--- src/rtl/eep_spi_resp.sv ---
// SPI mode-0 responder modelling the 64 x 8 calibration EEPROM on the DSO SPI bus.
// Optional write-protect input WP is enabled by defining EEP_WRT_PROT_EN.
module eep_spi_resp #(
  parameter int unsigned WR_CYCLES = 64,
  parameter logic [7:0]  INIT_VAL  = 8'h00
) (
  input  logic clk,
  input  logic rst,
  input  logic SS_n,
  input  logic SCLK,
  input  logic MOSI,
`ifdef EEP_WRT_PROT_EN
  input  logic WP,
`endif
  output logic MISO,
  output logic wr_busy,
  output logic frame_err,
  output logic wr_done
);

  typedef enum logic [1:0] {IDLE, SHIFT, DECODE} state_t;

  state_t      state_q;
  logic [2:0]  ss_q;
  logic [2:0]  sclk_q;
  logic [1:0]  mosi_q;
  logic [1:0]  vld_q;
  logic        armed_q;
  logic [4:0]  bit_cnt_q;
  logic [15:0] rx_q;
  logic [15:0] tx_q;
  logic [15:0] tx_d;
  logic        miso_q;
  logic        busy_q;
  logic [7:0]  busy_cnt_q;
  logic        ferr_q;
  logic        wdone_q;
  logic [7:0]  mem_q [64];

  logic        sclk_rise;
  logic        sclk_fall;
  logic        ss_fall;
  logic        ss_rise;
  logic        wp_blk;
  logic [1:0]  op;
  logic [5:0]  addr;
  logic        frame_ok;
  logic        do_write;

  // Handshake: a frame is SS_n low, 16 mode-0 SCLK pulses (MOSI sampled on rise,
  // MISO updated after fall), then SS_n high; the frame is decoded one clk later.

`ifdef EEP_WRT_PROT_EN
  logic [1:0] wp_q;
  always_ff @(posedge clk) begin
    if (rst) wp_q <= 2'b00;
    else     wp_q <= {wp_q[0], WP};
  end
  assign wp_blk = wp_q[1];
`else
  assign wp_blk = 1'b0;
`endif

  assign sclk_rise = sclk_q[1] & ~sclk_q[2];
  assign sclk_fall = ~sclk_q[1] & sclk_q[2];
  // armed_q masks the false fall produced when SS_n is already low coming out of reset.
  assign ss_fall   = armed_q & ss_q[2] & ~ss_q[1];
  assign ss_rise   = ss_q[1] & ~ss_q[2];

  assign op       = rx_q[15:14];
  assign addr     = rx_q[13:8];
  assign frame_ok = (bit_cnt_q == 5'd16);
  assign do_write = (state_q == DECODE) && frame_ok && (op == 2'b01) && !busy_q && !wp_blk;

  always_comb begin
    tx_d = tx_q;
    if (state_q == DECODE) begin
      tx_d = 16'h0000;
      if (frame_ok && (op == 2'b00)) begin
        tx_d = busy_q ? 16'h00FF : {8'h00, mem_q[addr]};
      end
    end else if ((state_q == SHIFT) && sclk_fall) begin
      tx_d = {tx_q[14:0], 1'b0};
    end
  end

  always_ff @(posedge clk) begin
    if (rst) begin
      state_q    <= IDLE;
      ss_q       <= 3'b111;
      sclk_q     <= 3'b000;
      mosi_q     <= 2'b00;
      vld_q      <= 2'b00;
      armed_q    <= 1'b0;
      bit_cnt_q  <= 5'd0;
      rx_q       <= 16'h0000;
      tx_q       <= 16'h0000;
      miso_q     <= 1'b0;
      busy_q     <= 1'b0;
      busy_cnt_q <= 8'd0;
      ferr_q     <= 1'b0;
      wdone_q    <= 1'b0;
      for (int i = 0; i < 64; i++) mem_q[i] <= INIT_VAL;
    end else begin
      ss_q    <= {ss_q[1:0], SS_n};
      sclk_q  <= {sclk_q[1:0], SCLK};
      mosi_q  <= {mosi_q[0], MOSI};
      vld_q   <= {vld_q[0], 1'b1};
      armed_q <= armed_q | (vld_q[1] & ss_q[1]);
      tx_q    <= tx_d;
      miso_q  <= ~ss_q[1] & tx_d[15];
      ferr_q  <= 1'b0;
      wdone_q <= 1'b0;

      if (do_write) begin
        busy_cnt_q <= 8'(WR_CYCLES);
        busy_q     <= 1'b1;
      end else begin
        if (busy_cnt_q != 8'd0) busy_cnt_q <= busy_cnt_q - 8'd1;
        busy_q <= (busy_cnt_q != 8'd0);
      end

      case (state_q)
        IDLE: begin
          if (ss_fall) begin
            bit_cnt_q <= 5'd0;
            state_q   <= SHIFT;
          end
        end
        SHIFT: begin
          if (ss_rise) begin
            state_q <= DECODE;
          end else if (sclk_rise) begin
            rx_q <= {rx_q[14:0], mosi_q[1]};
            if (bit_cnt_q != 5'd31) bit_cnt_q <= bit_cnt_q + 5'd1;
          end
        end
        DECODE: begin
          ferr_q <= !frame_ok;
          if (do_write) begin
            mem_q[addr] <= rx_q[7:0];
            wdone_q     <= 1'b1;
          end
          if (ss_fall) begin
            bit_cnt_q <= 5'd0;
            state_q   <= SHIFT;
          end else begin
            state_q <= IDLE;
          end
        end
        default: state_q <= IDLE;
      endcase
    end
  end

  assign MISO      = miso_q;
  assign wr_busy   = busy_q;
  assign frame_err = ferr_q;
  assign wr_done   = wdone_q;

endmodule

--- config.mk ---
export PLATFORM = sky130hd
export DESIGN_NAME = eep_spi_resp
export DESIGN_NICKNAME = d
export VERILOG_FILES = /design/src/rtl/eep_spi_resp.sv
export SDC_FILE = /design/constraint.sdc
export NUM_CORES = 1
export LEC_CHECK = 0
export BUFFER_PORTS_ARGS = -buffer_cell sky130_fd_sc_hd__clkbuf_2
export CORE_ASPECT_RATIO = 1.75
export CORE_MARGIN = 3
export CORE_UTILIZATION = 40
export DETAILED_ROUTE_END_ITERATION = 8
export MAX_ROUTING_LAYER = met4
export PLACE_DENSITY = 0.65
export SYNTH_ARGS = -nofsm -noshare
export SYNTH_HDL_FRONTEND = slang
export SYNTH_SLANG_ARGS = --single-unit
--- constraint.sdc ---
create_clock -name clk -period 3.2 [get_ports clk]
set_clock_uncertainty 0.2 [all_clocks]
set_input_delay 0.64 -clock clk [delete_from_list [all_inputs] [get_ports clk]]
set_output_delay 0.64 -clock clk [all_outputs]
set_load 0.1 [all_outputs]
==> results of run 1 <==
-- through the flow --
stage                     hold WS [ps]  setup WS, ps
after detailed placement           207           263
after CTS                         14.0           263
final                             43.3           236
after global placement             204           270
after floorplan                    189           119
after global routing              29.3          86.6
-- registers in the layout, summed over array words and instances, names as in the netlist, named ones only --
register / flops
mem_q: 512
rx_q: 16
tx_q: 16
busy_cnt_q: 8
bit_cnt_q: 5
sclk_q: 3
ss_q: 3
mosi_q: 2
state_q: 2
vld_q: 2
MISO: 1
armed_q: 1
frame_err: 1
wr_busy: 1
wr_done: 1
-- power groups by stage --
stage	logic, mW	registers [mW]	clock network [mW]
6_report	0.785	8.74	6.66
2_1_floorplan	0.503	8.87	0
3_3_place_gp	0.768	8.89	0
5_1_grt	0.855	8.77	7.03
4_1_cts	0.794	8.75	6.77
3_5_place_dp	0.792	8.91	0
-- layout make-up --
| cell class | instances | area share (%) |
|---|---|---|
| clock buffer | 56 | 4.30 |
| clock inverter | 37 | 1.73 |
| tap | 882 | 3.73 |
| sequential | 580 | 56.6 |
| timing repair buffer | 124 | 3.37 |
| inverter | 9 | 0.114 |
| multi-input combinational | 1169 | 30.1 |
-- layer usage --
metal,track usage (%),up-vias
met3,1.97,166
met1,19.8,7733
li1,-,6995
met4,9.93,0
met5,-,-
met2,35.7,413
-- synth_stat cells (all sizes together) (9+ instances only) --
cell type / number / area, um2
and2: 519 / 3250
edfxtp: 512 / 15400
nor2: 114 / 448
clkbuf: 101 / 383
mux2i: 94 / 941
mux4: 93 / 2130
o21ai: 88 / 440
dfxtp: 68 / 1360
buf: 49 / 332
nand2: 37 / 139
a21oi: 30 / 150
nand3: 30 / 155
a221oi: 27 / 236
a22oi: 18 / 135
nand2b: 13 / 81.3
nor2b: 13 / 81.3
and3: 9 / 56.3
inv: 9 / 33.8
-- cells by family after synthesis --
family / Yosys count
DFF: 580
xor gates and xnor gates: 7
AOI/OAI and AO/OA: 187
buffers and inverters: 159
muxes: 192
and+or+nand+nor: 779
adders and majority gates: 4
-- critical path, cell delays in order (launching register included) --
cell and delay [ps]:
dfxtp_1 820, inv_1 130, and3_1 310, a221oi_1 740
nand3_1 200, a221oi_1 280, o32ai_1 130
-- how the worst max path moves through the flow --
stage                                       to  slack (ps)  cells past startpoint
floorplan           mem_q[56][0]$_SDFFCE_PN0P_         120                      6
global placement          tx_q[2]$_SDFFE_PP0P_         270                      6
detailed placement  mem_q[26][2]$_SDFFCE_PN0P_         260                      6
CTS                       tx_q[2]$_SDFFE_PP0P_         260                      6
global route              tx_q[4]$_SDFFE_PP0P_          90                      6
finish                    tx_q[2]$_SDFFE_PP0P_         240                      6
==> impl_metrics.ini, run 1 <==
[die]
core_um2 = 65300
pin_count = 9
fp.dieW_um = 200
dieArea_um2 = 69200
rows = 124
initial_core_util_pct = 40.4
die_height_um = 346

[sta]
slew_headroom_pct = 39.7
rsz0062_at_grt = false
hold_viol_final = 0
worst_pin_slew_ps = 905
fin_crit_sh_pct = 92.6
setup_violations = 0
fin_tns_setup_ps = 0
fmax_mhz = 337
min_period_ps = 2960
drv_slew = 0

[synthesis]
syn_area_per_cell_um2 = 13.8
synth_compound_area_share_pct = 4.37
synth-simple-area-share_pct = 17.1
synth_seq_area_share_pct = 63.4
yosys.area_share.adder_pct = 0.190
muxShareOfSynthArea_pct = 11.8
synth_fp_nets = 1917
synth-xor-area-share_pct = 0.232
synthesis.instances = 1908
yosys_register_bits = 580
ys.flop_type = edfxtp_1
synth-async-reset-ratio_pct = 0
yosysWarnings = 0
synth_top_family_by_area = simple AND/OR/NAND/NOR gates
synth_edf_count = 512
synth_area_um2 = 26400
synth.distinct_cells = 54

[clocking]
cts_sinks = 580
cts_resized = 0
clockBufferDepth = 3
post-cts-setup-buffers = 0
clk_pin_slew_ps = 70
ctsHoldBuffers = 0
root_buffer = clkbuf_16
cts_buffers = 50
cts_tree = built
h-tree-depth = 2
clk_latency_ps = 600

[flow_run]
maxCapViolations = 0

[grt]
grt_usage_pct = 19.1
grt_pass1_wl_mm = 98.6
first_global_vias = 16000
grt_max_degree = 67
antenna_found_initial = 0
grt_overflow = 0

[detailed_routing]
dr_wl_met2_mm = 36.4
ant_nets = 0
drc = 0
wl_per_cell_um = 22.9
via_per_inst = 5.36
wl_met3_mm = 2.44
wl_met1_mm = 22.9
dr_total_vias = 15300
drtIter0Drc = 1236
top_layer = met4
dr.pass1.iters = 5
finalWirelength_mm = 65.4

[final_layout]
layout_commonest_cell = and2_1
diodes = 0
drive_gt1_share_pct = 16.6
stdcell_area_um2 = 29600
utilization_pct = 45.3
fin_nets = 1943
final_cells = 2857
areaGrowthSynthToFinish_pct = 12.1
final_cell_mix = and2_1 (519), edfxtp_1 (512), buf_4 (109)
regArea_um2 = 16800
multi_input_area_um2 = 8910
fill_cells = 5723

[power_and_ir_drop]
power.switching_mw = 3.42
combPwrFrac_pct = 4.9
switching_share_pct = 21.1
p_int_mw = 12.8
pwr-share-seq_pct = 54.0
clock_power_share_pct = 41.1
powerDensity_nw_per_um2 = 547
leakage_nw = 9.93
finalPower_mw = 16.2
peakVddDrop_uv = 363

[placed_design]
place_congestion = 0.898
place_inst = 2764
hpwl_mm = 44.4
dpl_cell_area_um2 = 27800
port_buffers = 8

[worst_setup_path]
r2r-end = tx_q[2]$_SDFFE_PP0P_
cp.arrival_ps = 3220
criticalPathCategory = register to register
reg2regPathDepth = 6
end_kind = register
cp_max_fo = 13
start_kind = register
r2r_slack_ps = 240
required_ps = 3450

[min_path]
hp-class = primary input to register
hp-start = SS_n
holdPathEnd = ss_q[0]$_SDFF_PP1_
hold_depth = 2

[run_status]
status = completed
Note: power is estimated with default switching activity, not from simulation.
==> inputs of run 2 (changes only) <==
- ABC_AREA: default -> 1
==> impl_metrics.ini, run 2 <==
[clocking]
clockBufferDepth = 3
cts_resized = 0
h-tree-depth = 2
clk_latency_ps = 590
cts_buffers = 48
cts_tree = built
cts_sinks = 580
ctsHoldBuffers = 0
root_buffer = clkbuf_16
post-cts-setup-buffers = 0
clk_pin_slew_ps = 60

[min_path]
hp-start = SS_n
hp-class = primary input to register
holdPathEnd = ss_q[0]$_SDFF_PP1_
hold_depth = 2

[synthesis]
yosys_register_bits = 580
synth.most_common_cell = nand2_1
synth_edf_count = 512
ys.flop_type = edfxtp_1
synth_area_leader_cell = edfxtp_1
synth.distinct_cells = 30
synth_common_cells = nand2_1 (741), nor2_1 (539), edfxtp_1 (512)
synth-async-reset-ratio_pct = 0
yosys.area.top_type_share_pct = 59.5
synth_seq_area_share_pct = 64.8
syn_area_per_cell_um2 = 9.45
yosysWarnings = 0
synth_area_leaders = edfxtp_1 (60%), nand2_1 (11%), nand3_1 (9.2%), nor2_1 (7.8%), dfxtp_1 (5.3%)
synth_area_um2 = 25800
synthesis.instances = 2735
synth_fp_nets = 2744

[die]
fp.dieW_um = 198
pin_count = 9
die_height_um = 342
core_um2 = 63700
dieArea_um2 = 67800
rows = 122
initial_core_util_pct = 40.6

[worst_setup_path]
reg2regPathDepth = 12
start_kind = register
cp.arrival_ps = 3080
criticalPathCategory = register to register
end_kind = register
cp_max_fo = 20
r2r-end = mem_q[42][1]$_SDFFCE_PN0P_
r2r_slack_ps = 170
worstReg2RegStart = bit_cnt_q[0]$_SDFFE_PP0P_
required_ps = 3260

[power_and_ir_drop]
peakVddDrop_uv = 402
powerDensity_nw_per_um2 = 540
leakage_nw = 10.1

[grt]
antenna_found_initial = 0
grt_overflow = 0
grt_pass1_wl_mm = 108
first_global_vias = 19200
grt_max_degree = 148
grt_usage_pct = 21.8

[final_layout]
regMostFlops = mem_q
fin_nets = 2699
largest_reg_flops = 512
final_cell_mix = nand2_1 (741), nor2_1 (539), edfxtp_1 (512)
multi_input_area_um2 = 8110
areaGrowthSynthToFinish_pct = 10.7
layout_commonest_cell = nand2_1
diodes = 0
regArea_um2 = 16700
final_cells = 3534
top_regs = mem_q: 512 flops, rx_q: 16 flops, tx_q: 16 flops
drive_gt1_share_pct = 8.43
fill_cells = 5861

[sta]
slew_headroom_pct = 45.5
setup_violations = 0
worst_pin_slew_ps = 818
rsz0062_at_grt = false
drv_slew = 0
finalWorstSetupSlack_ps = 175
min_period_ps = 3030
fmax_mhz = 331
hold_viol_final = 0
fin_crit_sh_pct = 94.5
hold_slack_ps = 42.4
fin_tns_setup_ps = 0

[placed_design]
pre_cts_slack_ps = 212
place_inst = 3446
place_congestion = 0.939
port_buffers = 8
hpwl_mm = 48.0

[detailed_routing]
wl_per_cell_um = 20.5
dr_total_vias = 19300
ant_nets = 0
drtIter0Drc = 1753
dr.pass1.iters = 6
drc = 0
finalWirelength_mm = 72.3
via_per_inst = 5.46

[flow_run]
maxCapViolations = 0

[run_status]
status = completed
==> run 2: worst max-delay path by stage <==
stage | from | end | slack (ps) | cells past startpoint
6_report | bit_cnt_q[0]$_SDFFE_PP0P_ | mem_q[42][1]$_SDFFCE_PN0P_ | 170 | 12
5_1_grt | bit_cnt_q[0]$_SDFFE_PP0P_ | mem_q[42][1]$_SDFFCE_PN0P_ | 40 | 12
4_1_cts | bit_cnt_q[0]$_SDFFE_PP0P_ | mem_q[42][1]$_SDFFCE_PN0P_ | 180 | 12
3_5_place_dp | bit_cnt_q[0]$_SDFFE_PP0P_ | mem_q[42][5]$_SDFFCE_PN0P_ | 210 | 12
3_3_place_gp | bit_cnt_q[0]$_SDFFE_PP0P_ | mem_q[42][4]$_SDFFCE_PN0P_ | 180 | 12
2_1_floorplan | wr_busy$_SDFF_PP0_ | mem_q[21][0]$_SDFFCE_PN0P_ | 390 | 7
==> run 2: metrics by stage <==
| step | power (mW) | area, um2 | util, % |
|---|---|---|---|
| floorplan | 9.17 | 25800 | - |
| CTS | 15.5 | 28600 | 44.9 |
| global route | 15.9 | 28600 | 44.9 |
| finish | 15.5 | 28600 | 44.9 |
| global placement | 9.39 | 26900 | 42.3 |
| detailed placement | 9.42 | 26900 | 42.3 |
==> run 2: final cells by class <==
class	instances	area share (%)
sequential	580	58.5
clock inverter	25	1.09
clock buffer	63	4.70
tap	806	3.53
inverter	67	0.906
multi-input combinational	1901	28.4
timing repair buffer	92	2.87
==> run 2: logic make-up after synthesis <==
| group | after synthesis | share of synthesized area, % |
|---|---|---|
| AOI/OAI and AO/OA | 68 | 1.39 |
| adders and majority gates | 4 | 0.194 |
| DFF | 580 | 64.8 |
| xor gates and xnor gates | 2 | 0.0678 |
| and+or+nand+nor | 1827 | 29.7 |
| buffers and inverters | 254 | 3.83 |
==> run 2: critical path: stages (launching register included) <==
cell and delay, ps:
dfxtp_1 320, inv_1 110, ha_1 170, nand4_1 120
inv_1 90, nand3_1 90, inv_1 70, nand3_1 70
nor2_2 240, buf_4 380, nand4_1 310, buf_4 270
nand2_1 240
==> run 2: metal layers <==
layer	up-vias	part of all wire, %	track usage [%]
li1	9047	-	-
met2	761	55	40.7
met1	9251	33	21.4
met4	0	6.6	12.9
met5	-	0	-
met3	237	5.9	2.48
==> run 2: report_power, final <==
part	internal, mW	switching, mW	leakage (nW)	total, mW
clock network	3.53	2.67	0.801	6.20
logic	0.183	0.498	3.46	0.681
registers	8.47	0.106	5.84	8.57
